File: config.mk
export PLATFORM = sky130hd
export DESIGN_NAME = ropuf_measure_ctrl
export DESIGN_NICKNAME = d
export VERILOG_FILES = /design/src/rtl/ropuf_pkg.sv /design/src/rtl/ropuf_window_timer.sv /design/src/rtl/ropuf_measure_ctrl.sv
export SDC_FILE = /design/constraint.sdc
export NUM_CORES = 1
export LEC_CHECK = 0
export ABC_AREA = 1
export BUFFER_PORTS_ARGS = -buffer_cell sky130_fd_sc_hd__buf_2
export CAP_MARGIN = 20
export CORE_MARGIN = 1.5
export CORE_UTILIZATION = 58
export CTS_BUF_LIST = sky130_fd_sc_hd__clkbuf_8 sky130_fd_sc_hd__clkbuf_16
export DETAILED_ROUTE_END_ITERATION = 16
export GPL_ROUTABILITY_DRIVEN = 0
export GPL_TIMING_DRIVEN = 0
export PLACE_DENSITY = 0.93
export SLEW_MARGIN = 20
export SYNTH_ARGS = -nofsm -noshare
export SYNTH_HDL_FRONTEND = slang
export SYNTH_SLANG_ARGS = --single-unit
File: constraint.sdc
create_clock -name clk_i -period 2.86 [get_ports clk_i]
set_input_delay 0.572 -clock clk_i [delete_from_list [all_inputs] [get_ports clk_i]]
set_output_delay 0.572 -clock clk_i [all_outputs]
set_load 0.1 [all_outputs]
File: src/rtl/ropuf_pkg.sv
// Shared types and constants for the RO-PUF measurement controller.
// The optional stability margin check is enabled by defining ROPUF_MARGIN_EN.
package ropuf_pkg;

    localparam int unsigned CNT_W = 16;
    localparam logic [CNT_W-1:0] CNT_SAT = 16'hFFFF;
    localparam int unsigned TMR_W = 16;

    typedef enum logic [2:0] {
        ST_IDLE,
        ST_CLEAR,
        ST_COUNT,
        ST_SETTLE,
        ST_COMPARE,
        ST_DONE
    } state_e;

    typedef struct packed {
        logic gt;
        logic tie;
        logic sat;
    } cmp_res_t;

    // Evaluate one oscillator pair: response bit, tie and saturation indications.
    function automatic cmp_res_t compare_pair(input logic [CNT_W-1:0] a,
                                              input logic [CNT_W-1:0] b);
        cmp_res_t r;
        r.gt  = (a > b);
        r.tie = (a == b);
        r.sat = (a == CNT_SAT) || (b == CNT_SAT);
        return r;
    endfunction

endpackage

File: src/rtl/ropuf_window_timer.sv
// Loadable down-counter timing the clear, count-window and settle phases.
// expire_c_o pulses for one cycle when a loaded count reaches zero.
module ropuf_window_timer
    import ropuf_pkg::*;
(
    input  logic             clk_i,
    input  logic             reset_n_i,
    input  logic             load_i,
    input  logic [TMR_W-1:0] load_val_i,
    output logic             expire_c_o
);

    logic [TMR_W-1:0] cnt_q, cnt_d;
    logic             run_q, run_d;

    always_comb begin
        cnt_d = cnt_q;
        run_d = run_q;
        if (load_i) begin
            cnt_d = load_val_i;
            run_d = 1'b1;
        end else if (run_q) begin
            if (cnt_q == '0) begin
                run_d = 1'b0;
            end else begin
                cnt_d = cnt_q - TMR_W'(1);
            end
        end
    end

    always_ff @(posedge clk_i or negedge reset_n_i) begin
        if (!reset_n_i) begin
            cnt_q <= '0;
            run_q <= 1'b0;
        end else begin
            cnt_q <= cnt_d;
            run_q <= run_d;
        end
    end

    // Only a running count may expire, so an idle timer never pulses.
    assign expire_c_o = run_q && (cnt_q == '0);

endmodule

File: src/rtl/ropuf_measure_ctrl.sv
// RO-PUF measurement sequencer: clear, gated count, settle and compare per pair.
// Define ROPUF_MARGIN_EN to flag pairs whose count difference is below MARGIN.
module ropuf_measure_ctrl
    import ropuf_pkg::*;
#(
    parameter int unsigned N_BITS  = 64,
    parameter int unsigned SEL_W   = 7,
    parameter int unsigned WINDOW  = 4096,
    parameter int unsigned SETTLE  = 4,
    parameter int unsigned CLR_CYC = 2,
    parameter int unsigned MARGIN  = 32
) (
    input  logic              clk_i,
    input  logic              reset_n_i,
    input  logic              start_i,
    output logic              busy_o,
    output logic              done_o,
    output logic              cnt_rst_o,
    output logic              ro_en_o,
    output logic [SEL_W-1:0]  sel_a_o,
    output logic [SEL_W-1:0]  sel_b_o,
    input  logic [CNT_W-1:0]  count_a_i,
    input  logic [CNT_W-1:0]  count_b_i,
    output logic [N_BITS-1:0] response_o,
    output logic              sat_flag_o,
    output logic              tie_flag_o,
    output logic [N_BITS-1:0] unstable_mask_o
);

    if (WINDOW < 1 || WINDOW > 65535 || SETTLE < 2 || SETTLE > 65536 ||
        CLR_CYC < 1 || CLR_CYC > 65536 || MARGIN > 65536 ||
        (1 << SEL_W) < (N_BITS + 1)) begin : g_param_err
        $error("ropuf_measure_ctrl: illegal parameter set");
    end

    state_e            state_q, state_d;
    logic [SEL_W-1:0]  bit_idx_q, bit_idx_d;
    logic [SEL_W-1:0]  sel_b_q, sel_b_d;
    logic [N_BITS-1:0] response_q, response_d;
    logic              sat_q, sat_d;
    logic              tie_q, tie_d;
    logic              busy_q, busy_d;
    logic              done_q, done_d;
    logic              cnt_rst_q, cnt_rst_d;
    logic              ro_en_q, ro_en_d;
    logic              start_q;
    logic              start_rise;
    logic              tmr_load;
    logic [TMR_W-1:0]  tmr_val;
    logic              tmr_expire;
    cmp_res_t          res;

`ifdef ROPUF_MARGIN_EN
    logic [N_BITS-1:0] mask_q, mask_d;
    logic [CNT_W:0]    abs_diff;
    logic              unstable;

    // 17-bit magnitude of the count difference, so no wrap at the extremes.
    always_comb begin
        if (count_a_i >= count_b_i) begin
            abs_diff = {1'b0, count_a_i} - {1'b0, count_b_i};
        end else begin
            abs_diff = {1'b0, count_b_i} - {1'b0, count_a_i};
        end
        unstable = (abs_diff < (CNT_W + 1)'(MARGIN));
    end
`endif

    // Starts are edge-qualified so a level held across done cannot retrigger.
    assign start_rise = start_i && !start_q;
    assign res        = compare_pair(count_a_i, count_b_i);

    ropuf_window_timer u_timer (
        .clk_i      (clk_i),
        .reset_n_i  (reset_n_i),
        .load_i     (tmr_load),
        .load_val_i (tmr_val),
        .expire_c_o (tmr_expire)
    );

    always_comb begin
        state_d    = state_q;
        bit_idx_d  = bit_idx_q;
        response_d = response_q;
        sat_d      = sat_q;
        tie_d      = tie_q;
        busy_d     = busy_q;
        done_d     = 1'b0;
        tmr_load   = 1'b0;
        tmr_val    = '0;
`ifdef ROPUF_MARGIN_EN
        mask_d     = mask_q;
`endif
        unique case (state_q)
            ST_IDLE: begin
                if (start_rise) begin
                    state_d    = ST_CLEAR;
                    bit_idx_d  = '0;
                    response_d = '0;
                    sat_d      = 1'b0;
                    tie_d      = 1'b0;
                    busy_d     = 1'b1;
                    tmr_load   = 1'b1;
                    tmr_val    = TMR_W'(CLR_CYC - 1);
`ifdef ROPUF_MARGIN_EN
                    mask_d     = '0;
`endif
                end
            end
            ST_CLEAR: begin
                if (tmr_expire) begin
                    state_d  = ST_COUNT;
                    tmr_load = 1'b1;
                    tmr_val  = TMR_W'(WINDOW - 1);
                end
            end
            ST_COUNT: begin
                if (tmr_expire) begin
                    state_d  = ST_SETTLE;
                    tmr_load = 1'b1;
                    tmr_val  = TMR_W'(SETTLE - 1);
                end
            end
            ST_SETTLE: begin
                if (tmr_expire) begin
                    state_d = ST_COMPARE;
                end
            end
            ST_COMPARE: begin
                sat_d = sat_q | res.sat;
                tie_d = tie_q | res.tie;
                for (int unsigned i = 0; i < N_BITS; i++) begin
                    if (bit_idx_q == SEL_W'(i)) begin
                        response_d[i] = res.gt;
`ifdef ROPUF_MARGIN_EN
                        mask_d[i]     = unstable;
`endif
                    end
                end
                if (bit_idx_q == SEL_W'(N_BITS - 1)) begin
                    state_d = ST_DONE;
                end else begin
                    state_d   = ST_CLEAR;
                    bit_idx_d = bit_idx_q + SEL_W'(1);
                    tmr_load  = 1'b1;
                    tmr_val   = TMR_W'(CLR_CYC - 1);
                end
            end
            ST_DONE: begin
                state_d = ST_IDLE;
                done_d  = 1'b1;
                busy_d  = 1'b0;
            end
            default: begin
                state_d = ST_IDLE;
            end
        endcase
        sel_b_d   = bit_idx_d + SEL_W'(1);
        cnt_rst_d = (state_d == ST_CLEAR);
        ro_en_d   = (state_d == ST_COUNT);
    end

    always_ff @(posedge clk_i or negedge reset_n_i) begin
        if (!reset_n_i) begin
            state_q    <= ST_IDLE;
            bit_idx_q  <= '0;
            sel_b_q    <= '0;
            response_q <= '0;
            sat_q      <= 1'b0;
            tie_q      <= 1'b0;
            busy_q     <= 1'b0;
            done_q     <= 1'b0;
            cnt_rst_q  <= 1'b0;
            ro_en_q    <= 1'b0;
            start_q    <= 1'b0;
`ifdef ROPUF_MARGIN_EN
            mask_q     <= '0;
`endif
        end else begin
            state_q    <= state_d;
            bit_idx_q  <= bit_idx_d;
            sel_b_q    <= sel_b_d;
            response_q <= response_d;
            sat_q      <= sat_d;
            tie_q      <= tie_d;
            busy_q     <= busy_d;
            done_q     <= done_d;
            cnt_rst_q  <= cnt_rst_d;
            ro_en_q    <= ro_en_d;
            start_q    <= start_i;
`ifdef ROPUF_MARGIN_EN
            mask_q     <= mask_d;
`endif
        end
    end

    assign busy_o     = busy_q;
    assign done_o     = done_q;
    assign cnt_rst_o  = cnt_rst_q;
    assign ro_en_o    = ro_en_q;
    assign sel_a_o    = bit_idx_q;
    assign sel_b_o    = sel_b_q;
    assign response_o = response_q;
    assign sat_flag_o = sat_q;
    assign tie_flag_o = tie_q;

`ifdef ROPUF_MARGIN_EN
    assign unstable_mask_o = mask_q;
`else
    assign unstable_mask_o = '0;
`endif

endmodule

==> reports/metrics.yaml <==
yosys_warnings: 0
layout_common_cells: "nand2_1, buf_2, dfrtp_1"
p_per_area_nw_per_um2: 581
synth_ff_type: "dfrtp_1"
fin_nets: 1195
drt_first_pass_iters: 6
leakagePower_nw: 4.35
vias: 6649
drive_above_1_share: 0.198
crit_start: "sel_a_o[0]"
hpwl_um: 13000
ys_ff_latch: 105
io_pins: 183
arrival_ns: 2.71
start_util: 0.604
cts_setup_buffers: 0
cts_root_buf: "clkbuf_16"
status: "finished, final reports clean"
ir_worst_vdd_mv: 0.502
via_per_inst: 5.18
grt_pass1_vias: 6078
cp.required_ns: 3.11
r2r-start: "sel_a_o[0]"
rsz0062_at_grt: "no"
hold_buffers: 0
drt-initial-drc-count: 550
die_h_um: 110
endpoint: "sel_b_o[6]"
async_flop_share: 1.00
clock_skew_ns: 0.00915
grt_usage: 0.301
drc: 0
slew-limit-headroom: 0.470
fp.coreArea_um2: 11000
htreeDepth: 3
numPortBuffers: 118
synth_edf_count: 0
avgSynthCellArea_um2: 7.05
slowest_delay_ns: 0.46
final_common_cell: "nand2_1"
dieArea_um2: 12100
finalCritPeriodShare: 0.858
endpoint_kind: "register"
rows: 38
worstReg2RegEnd: "sel_b_o[6]"
grt_max_degree: 57
syn2layout_area_growth_pct: 20.2
synth_top_area_share: 0.395
cts_tree: "yes"
clock-sinks: 105
antenna_found_initial: 2
drv_slew: 0
grt_pass1_wl_um: 28200
finalWirelength_um: 17600
die_x_um: 110
finalHoldViolCount: 0
hold_slack_ns: 0.128
grt_overflow: 0
min_path_type: "in2async"
clkLatencyLatePin_ns: 0.36
reg2reg_slack_ns: 0.41
synthTopCellsByArea: "dfrtp_1, nand2_1, buf_4"
synth.distinct_cells: 30
synth.largest_area_cell: "dfrtp_1"
finalSetupTns_ns: 0
netlist_area_um2: 6660
path_class: "reg2reg"
setup_viol: 0
cp_max_fo: 6
drtAntennaViolNets: 0
cap_violations: 0
startpoint_type: "register"
crit_chain: "ha_1 -> nand3_1 -> inv_1 -> nand3_1 -> nand2_2 -> o21ai_1 -> inv_1 -> ha_1 -> nand2_1 -> nor2_2 -> nand3_1 -> nand2_1 -> nand2_1"
cts_resized: 0
max_freq_mhz: 407
cts-buffers-inserted: 9
tightestPinTransition_ns: 0.793
wl_per_cell_um: 13.7
clockBufferDepth: 2
cpMaxStageDelayCell: "dfrtp_1"
clkTransAtPathRegs_ns: 0.08
period_minus_slack_ns: 2.45
synthCells: 944
worst-r2r-cell-count: 13
ys_seq_area_frac: 0.395
-- how the worst min path moves through the flow --
stage,from,endpoint,slack (ns),cells after the start
floorplan,reset_n_i,busy_o,0.28,0
global placement,response_o[8],response_o[8],0.46,2
detailed placement,response_o[8],response_o[8],0.46,2
CTS,reset_n_i,response_o[12],0.16,1
global route,reset_n_i,response_o[12],0.18,1
finish,reset_n_i,response_o[12],0.13,1
-- layout make-up --
type | count | area, um2
timing repair buffer | 119 | 624
inverter | 99 | 372
tap | 140 | 175
sequential | 105 | 2630
antenna | 2 | 5.00
buffer | 101 | 638
clock inverter | 7 | 78.8
fill | 873 | 3030
clock buffer | 9 | 225
multi-input combinational | 702 | 3260
-- where the power goes --
part / internal, mW / switching, mW
Clock: 0.689 / 0.587
Sequential: 1.60 / 0.0728
Combinational: 0.236 / 1.46
-- through the flow --
stage	util	setup WS (ns)	total power [mW]	instance area [um2]	cells
floorplan	-	0.176	3.13	6900	1007
CTS	0.725	0.450	4.65	8000	1282
global route	0.726	0.256	4.81	8000	1284
global placement	0.695	0.109	3.37	7660	1265
finish	0.726	0.405	4.65	8000	1284
detailed placement	0.698	0.255	3.39	7690	1266
-- registers in the layout (all words and copies together) (netlist names) --
signal	flops
response_o	64
u_timer.cnt_q	16
sel_a_o	7
sel_b_o	7
state_q	3
busy_o	1
cnt_rst_o	1
done_o	1
ro_en_o	1
sat_flag_o	1
start_q	1
tie_flag_o	1
u_timer.run_q	1
-- Yosys cell counts, drive strengths merged (7+ instances only) --
master	instances
a21oi	75
buf	80
clkbuf	21
dfrtp	105
ha	23
inv	99
nand2	289
nand3	91
nand4	12
nor2	88
nor3	7
o21ai	31
xor2	10
-- logic make-up (layout without fill, tap and decap cells) --
| family | after synthesis | in the layout | synth area share |
|---|---|---|---|
| buf+inv | 200 | 335 | 0.152 |
| flops | 105 | 105 | 0.395 |
| xor+xnor | 14 | 14 | 0.0184 |
| simple gates | 492 | 492 | 0.308 |
| other cells | 1 | 66 | 0.000563 |
| compound gates | 109 | 109 | 0.0832 |
| fa+ha+maj | 23 | 23 | 0.0432 |
-- routing by layer --
layer  GRT usage  vias to the layer above  routed length, um
li1            -                     3247                  -
met1       0.382                     2988               7010
met2       0.508                      366               8550
met3      0.0564                       48               1680
met4       0.118                        0                319
met5           0                        -                  0
-- worst max-delay path: cells and delay by family, from the launching register on --
| kind | cells | cell delay (ns) |
|---|---|---|
| AOI/OAI and AO/OA | 1 | 0.13 |
| and+or+nand+nor | 8 | 0.88 |
| DFF | 1 | 0.46 |
| buffers and inverters | 2 | 0.41 |
| adders and majority gates | 2 | 0.47 |
No activity file was read; power rests on OpenSTA's default activity.
